===== src/rtl/timer_unit.sv =====
// Dual memory-mapped down-counter timer with a shared prescaler.
// Each timer raises a one-cycle irq pulse when it expires with IE set.
module timer_unit #(
  parameter int WIDTH    = 32,
  parameter int PRESCALE = 1
) (
  input  logic        clk,
  input  logic        reset,
  input  logic        we,
  input  logic [2:0]  addr,
  input  logic [31:0] wdata,
  output logic [31:0] rdata,
  input  logic [1:0]  int_ack,
  output logic [1:0]  irq
);

  logic tick;

  generate
    if (PRESCALE > 1) begin : g_pre
      localparam int PW = $clog2(PRESCALE);
      logic [PW-1:0] pre_q, pre_d;

      always_comb begin
        tick  = (pre_q == PW'(PRESCALE - 1));
        pre_d = tick ? '0 : pre_q + PW'(1);
      end

      always_ff @(posedge clk or posedge reset) begin
        if (reset) pre_q <= '0;
        else       pre_q <= pre_d;
      end
    end else begin : g_nopre
      assign tick = 1'b1;
    end
  endgenerate

  logic [2:0]       ctrl_rd  [2];
  logic [WIDTH-1:0] load_rd  [2];
  logic [WIDTH-1:0] count_rd [2];
  logic [1:0]       exp_rd;

  for (genvar gi = 0; gi < 2; gi++) begin : g_tmr
    logic [2:0]       ctrl_q, ctrl_d;
    logic [WIDTH-1:0] load_q, load_d;
    logic [WIDTH-1:0] count_q, count_d;
    logic             exp_q, exp_d;
    logic             irq_q, irq_d;
    logic             sel, load_wr, ctrl_wr, stat_clr, run, expire;

    always_comb begin
      sel      = we && (addr[2] == 1'(gi));
      load_wr  = sel && (addr[1:0] == 2'd1);
      ctrl_wr  = sel && (addr[1:0] == 2'd0);
      stat_clr = (sel && (addr[1:0] == 2'd3) && wdata[0]) || int_ack[gi];
      // A LOAD write pre-empts both decrement and expiry in the same cycle.
      run      = !load_wr && ctrl_q[0] && tick;
      expire   = run && (count_q == '0);

      ctrl_d  = ctrl_q;
      load_d  = load_q;
      count_d = count_q;
      exp_d   = exp_q;

      if (load_wr) begin
        load_d  = wdata[WIDTH-1:0];
        count_d = wdata[WIDTH-1:0];
      end else if (run && !expire) begin
        count_d = count_q - WIDTH'(1);
      end else if (expire) begin
        if (ctrl_q[1]) count_d = load_q;
        else           ctrl_d[0] = 1'b0;
      end

      // Software CTRL write overrides the one-shot EN clear.
      if (ctrl_wr) ctrl_d = wdata[2:0];

      if (stat_clr) exp_d = 1'b0;
      if (expire)   exp_d = 1'b1;

      irq_d = expire && ctrl_q[2];
    end

    always_ff @(posedge clk or posedge reset) begin
      if (reset) begin
        ctrl_q  <= '0;
        load_q  <= '0;
        count_q <= '0;
        exp_q   <= 1'b0;
        irq_q   <= 1'b0;
      end else begin
        ctrl_q  <= ctrl_d;
        load_q  <= load_d;
        count_q <= count_d;
        exp_q   <= exp_d;
        irq_q   <= irq_d;
      end
    end

    assign ctrl_rd[gi]  = ctrl_q;
    assign load_rd[gi]  = load_q;
    assign count_rd[gi] = count_q;
    assign exp_rd[gi]   = exp_q;
    assign irq[gi]      = irq_q;
  end

  always_comb begin
    rdata = '0;
    case (addr[1:0])
      2'd0:    rdata[2:0]       = ctrl_rd[addr[2]];
      2'd1:    rdata[WIDTH-1:0] = load_rd[addr[2]];
      2'd2:    rdata[WIDTH-1:0] = count_rd[addr[2]];
      default: rdata[0]         = exp_rd[addr[2]];
    endcase
  end

endmodule


===== config.mk =====
export PLATFORM = sky130hd
export DESIGN_NAME = timer_unit
export DESIGN_NICKNAME = d
export VERILOG_FILES = /design/src/rtl/timer_unit.sv
export SDC_FILE = /design/constraint.sdc
export NUM_CORES = 1
export LEC_CHECK = 0
export ABC_AREA = 1
export BUFFER_PORTS_ARGS = -buffer_cell sky130_fd_sc_hd__buf_2
export CORE_AREA = 2 2 167 169
export DETAILED_ROUTE_END_ITERATION = 12
export DIE_AREA = 0 0 169 171
export PLACE_DENSITY_LB_ADDON = 0.12
export SLEW_MARGIN = 20
export SYNTH_ARGS = -nofsm -noshare
export SYNTH_HDL_FRONTEND = slang
export SYNTH_SLANG_ARGS = --single-unit
export TNS_END_PERCENT = 10

===== constraint.sdc =====
create_clock -name clk -period 5.3 [get_ports clk]
set_input_delay 0 -clock clk [delete_from_list [all_inputs] [get_ports clk]]
set_output_delay 0 -clock clk [all_outputs]
set_load 0.03 [all_outputs]

==> metrics.cfg, run 1 <==
[run_status]
status = finished, final reports clean

[worst_hold_path]
hold_class = input port to flip-flop

[final_layout]
fin_area_um2 = 10900
num_antenna_cells = 0
syn_to_final_growth_pct = 16.7
regArea_um2 = 3450
multiInputGateArea_um2 = 4950
fill_cells = 3028
num-nets-final = 1563
drive_above_1_share_pct = 8.91

[synth]
syn_area_um2 = 9320
synth_nets = 1497
yosysUniqueCellTypes = 37
synthTopCellsByCount = nand2_1, nor2_1, inv_1, o21ai_0, dfrtp_1
synth_ff_type = dfrtp_1
avgSynthCellArea_um2 = 6.44
async_reset_ff_share_pct = 100
synthTopCellsByArea = dfrtp_1, nand2_1, nor2_1
synth_most_common_cell = nand2_1
ys_ff_latch = 138
synthCells = 1448
synth-seq-area-share_pct = 37.1
ys_warn_count = 0
yosysTopAreaCellShare_pct = 37.1
synth_edf_count = 0
yosys.area.top_type = dfrtp_1

[flow_run]
cap_violations = 0

[routing]
wl_per_cell_um = 18.9
vias = 9643
first_pass_iters = 5
drtIter0Drc = 676
avgViaCountPerCell = 5.15
wl_um = 35400
drcViolationCount = 0
ant_nets = 0

[place]
placement.io_buffers = 73
dp_hpwl_um = 26400
placed_area_um2 = 9860
gp_congestion = 0.932

[setup_path]
rr_endpoint = g_tmr[1].count_q[7]
critical_path.startpoint = g_tmr[1].count_q[0]
cp_num_buf_inv = 2
critical-path-max-stage-delay_ps = 540
crit_arrival_ps = 3190
critPathMaxFanout = 37
cpLargestDelayFamily = simple AND/OR/NAND/NOR gates
cp-start-kind = flip-flop
cp_slowest_cell = nand2_2
crit_path_end_kind = flip-flop
cp_num_cells = 11
cp.required_ps = 5580
setup.worst_path.end = g_tmr[1].count_q[7]
r2r-start = g_tmr[1].count_q[0]
criticalPathCategory = flip-flop to flip-flop
regToRegSetupSlack_ps = 2390
reg2regPathDepth = 11
path_cells = inv_1, ha_1, nand2_1, nor2_1, nand2_1, nor2_1, nand3b_1, nand2_2, inv_2, nand2_1, o21ai_1
critPathMostFrequentCell = nand2_1

[clock_tree]
cts_setup_buffers = 0
cts_buffers = 17
cts_root_buf = clkbuf_16
cts_tree = done
cts_buffer_depth = 2
cts_max_level = 4
clk_latency_ps = 430
clk_pin_slew_ps = 70
clock_sinks = 138

[timing]
fin_tns_setup_ps = 0
slew-limit-headroom_pct = 32.5
setup_viol = 0
tightestPinTransition_ps = 1010
finalCritPeriodShare_pct = 54.9
skew_ps = 12.4
clock.fmax_mhz = 343
rsz0062_at_grt = false
drv_slew = 0
min_period_ps = 2910
hold_viol_final = 0

[floorplan]
fp.dieW_um = 169
core-area_um2 = 27300
boundaryPins = 74
initial_utilization_pct = 34.1
die_h_um = 171
dieArea_um2 = 28900
rows = 61

[grt]
antenna_found_initial = 0
grt.busiest_layer = met2
overflow = 0
grt_pass1_wl_um = 54400
grt_use_total_pct = 24.9
use_met2_pct = 38.6
grt_pass1_vias = 9154
grtUsageMet3_pct = 2.94
met1_usage_pct = 36.3
grt_start_max_net_pins = 110

[pwr]
p_per_area_nw_per_um2 = 461
leakagePower_nw = 5.51
ir_worst_vdd_mv = 0.192

## through the flow
stage	total power, mW	hold slack [ps]	instances	utilization, %	setup slack, ps
after floorplan	2.91	110	1448	-	1600
after global placement	3.52	225	1810	36.1	2160
after detailed placement	3.54	225	1810	36.1	2090
after CTS	5.01	14.8	1873	39.8	2350
after global routing	5.34	10.1	1873	39.8	2170
final	5.02	19.2	1873	39.8	2390
## metal layers
metal | part of all wire [%] | vias to the layer above
li1 | - | 4736
met1 | 48 | 4584
met2 | 45 | 276
met3 | 4.4 | 47
met4 | 2.3 | 0
met5 | 0 | -
## tightest hold or removal path, stage by stage
cell and delay, ps:
buf_2 90, inv_1 130, o21ai_0 150
## power by group
| part | switching [mW] | internal [mW] | leakage [nW] |
|---|---|---|---|
| clock network | 0.500 | 0.947 | 0.331 |
| registers | 0.465 | 1.37 | 1.69 |
| logic | 1.19 | 0.546 | 3.49 |
| total | 2.15 | 2.87 | 5.51 |
## layout by cell type, fill, tap and decap left out, types with 10 or more instances in the layout
master	synthesis	layout
nand2_1	408	408
nor2_1	222	221
inv_1	153	151
o21ai_0	144	144
dfrtp_1	138	138
a21oi_1	118	118
nand3_1	91	91
buf_2	22	72
dlygate4sd3_1	0	31
xor2_1	26	26
clkbuf_16	0	17
nand4_1	10	10
## timing repair
item	4_1_cts	5_1_grt
hold buffers	31	0
gates resized for setup	0	0
hold endpoints to repair	158	0
## state kept, by name (all words and copies together), names as in the netlist
register / count
g_tmr.count_q: 64
g_tmr.load_q: 64
g_tmr.ctrl_q: 6
g_tmr.exp_q: 2
g_tmr.irq_q: 2
## how the worst min path moves through the flow
stage	startpoint	cells after the start	slack [ps]	end
after floorplan	wdata[10]	2	110	g_tmr[0].load_q[10]
after global placement	reset	2	220	g_tmr[0].count_q[2]
after detailed placement	reset	2	220	g_tmr[0].count_q[2]
after CTS	wdata[27]	3	10	g_tmr[1].load_q[27]
after global routing	wdata[27]	3	10	g_tmr[1].load_q[27]
final	wdata[27]	3	20	g_tmr[1].load_q[27]
## layout make-up
type / count / area share, %
clock buffers: 22 / 4.54
clock inverters: 10 / 1.93
inverters: 160 / 5.61
multi-input cells: 1087 / 45.5
flip-flops and latches: 138 / 31.8
well taps: 346 / 3.98
repair buffers: 110 / 6.65
## cell families after synthesis
logic type / after synthesis / synth area share [%]
simple gates: 760 / 33.1
xor+xnor: 28 / 2.63
buf+inv: 223 / 9.85
flops: 138 / 37.1
fa+ha+maj: 9 / 1.21
compound gates: 290 / 16.1
(Power assumes the default switching activity.)
==> run 2, diff against run 1 <==
Clock period 5.3 ns to 2.6 ns, I/O delays scaled along.
==> run 2 against run 1 <==
Net effect:
- via count up 1.2%
- sequential share of layout area fell by 0.68 points
- register-to-register slack lost 2100 ps
- highest routed layer unchanged
- combinational power increased by 140%
==> metrics.cfg, run 2 (synthesis gave the netlist of run 1 again) <==
[final_layout]
fin_area_um2 = 11100
utilization_pct = 40.7
most-common-layout-cells = nand2_1, nor2_1, inv_1, o21ai_0, dfrtp_1
fill_cells = 2976
num_antenna_cells = 0
syn_to_final_growth_pct = 19.2
drive_above_1_share_pct = 11.3
top_regs = g_tmr.count_q x64, g_tmr.load_q x64, g_tmr.ctrl_q x6
num-nets-final = 1606
fin_cells = 1915
final_common_cell = nand2_1

[floorplan]
boundaryPins = 74
rows = 61
die_h_um = 171
core-area_um2 = 27300
dieArea_um2 = 28900
initial_utilization_pct = 34.1
fp.dieW_um = 169

[grt]
grt_pass1_wl_um = 55000
grt_start_max_net_pins = 103
overflow = 0
antenna_found_initial = 0
grt_pass1_vias = 9151
grt_use_total_pct = 25.3

[timing]
finalCritPeriodShare_pct = 88.8
skew_ps = 19.8
setup_viol = 0
tightestPinTransition_ps = 975
clock.fmax_mhz = 433
hold_slack_ps = 9.76
drv_slew = 0
hold_viol_final = 0
fin_tns_setup_ps = 0
min_period_ps = 2310
rsz0062_at_grt = false
fin_ws_ps = 291
slew-limit-headroom_pct = 34.9

[setup_path]
critPathMaxFanout = 19
criticalPathCategory = flip-flop to flip-flop
path_cells = inv_1, ha_1, nand2_1, nor2b_1, nand3_1, nor2_4, nor2_2, buf_4, nor2_1, nor2_1, a21oi_1
critPathMostFrequentCell = nor2_1
cp_num_buf_inv = 2
cpLargestDelayFamily = simple AND/OR/NAND/NOR gates
crit_path_end_kind = flip-flop
cp.required_ps = 2910
cp_slowest_cell = nor2_2
critical-path-max-stage-delay_ps = 650
cp-start-kind = flip-flop
crit_arrival_ps = 2620

[clock_tree]
cts_hold_buf = 31
cts_setup_buffers = 0
clock_sinks = 138
cts_root_buf = clkbuf_16
clk_latency_ps = 430
cts_tree = done
cts_buffers = 17
cts_buffer_depth = 2
clk_pin_slew_ps = 70
cts_resized = 0
cts_max_level = 4

[routing]
drcViolationCount = 0
ant_nets = 0
wl_um = 36100
drtIter0Drc = 817
wl_per_cell_um = 18.9
avgViaCountPerCell = 5.10
first_pass_iters = 5
vias = 9758

[pwr]
leakagePower_nw = 5.67
power_mw = 10.1
p_per_area_nw_per_um2 = 906
ir_worst_vdd_mv = 0.383

[place]
placement.io_buffers = 73
gp_congestion = 0.953
pre_cts_ws_ps = 323
placed_area_um2 = 10200
dp.cells = 1853
dp_hpwl_um = 27500

[worst_hold_path]
hold_class = input port to flip-flop

[flow_run]
cap_violations = 0

[run_status]
status = finished, final reports clean

## run 2: where the power goes
group          switching, mW  internal (mW)  leakage (nW)
Clock                   1.06           1.44         0.271
Combinational           2.74           1.36          3.71
Sequential             0.674           2.80          1.69
## run 2: cell type report
| class | instances | area (um2) | share of cell area [%] |
|---|---|---|---|
| multi-input cells | 1087 | 4950 | 44.6 |
| flip-flops and latches | 138 | 3450 | 31.1 |
| inverters | 160 | 609 | 5.48 |
| well taps | 346 | 433 | 3.90 |
| repair buffers | 153 | 1080 | 9.75 |
| clock inverters | 13 | 143 | 1.28 |
| clock buffers | 18 | 439 | 3.95 |
## run 2: final timing paths
| check | depth (start not counted) | slack, ps | to | from |
|---|---|---|---|---|
| worst max-delay path | 11 | 290 | g_tmr[0].count_q[28] | g_tmr[0].count_q[0] |
| worst min-delay path | 3 | 10 | g_tmr[0].load_q[4] | wdata[4] |
| worst max register to register | 11 | 290 | g_tmr[0].count_q[28] | g_tmr[0].count_q[0] |
| worst min register to register | 2 | 490 | g_tmr[1].ctrl_q[1] | g_tmr[1].ctrl_q[1] |
| max in group asynchronous | 4 | 1420 | g_tmr[0].load_q[29] | reset |
| min in group asynchronous | 3 | 310 | g_tmr[0].load_q[0] | reset |
## run 2: metal layers
metal | global-route usage (%) | up-vias | routed length (um)
met5 | 0 | - | 0
met1 | 36.7 | 4592 | 17500
met3 | 3.47 | 52 | 1750
met2 | 38.8 | 282 | 15900
met4 | 8.32 | 0 | 959
li1 | - | 4832 | -
## run 2: worst register-to-register path: stages, from the launching register on
cell and delay [ps]:
dfrtp_1 350, inv_1 100, ha_1 270, nand2_1 90
nor2b_1 40, nand3_1 120, nor2_4 60, nor2_2 650
buf_4 290, nor2_1 50, nor2_1 110, a21oi_1 70
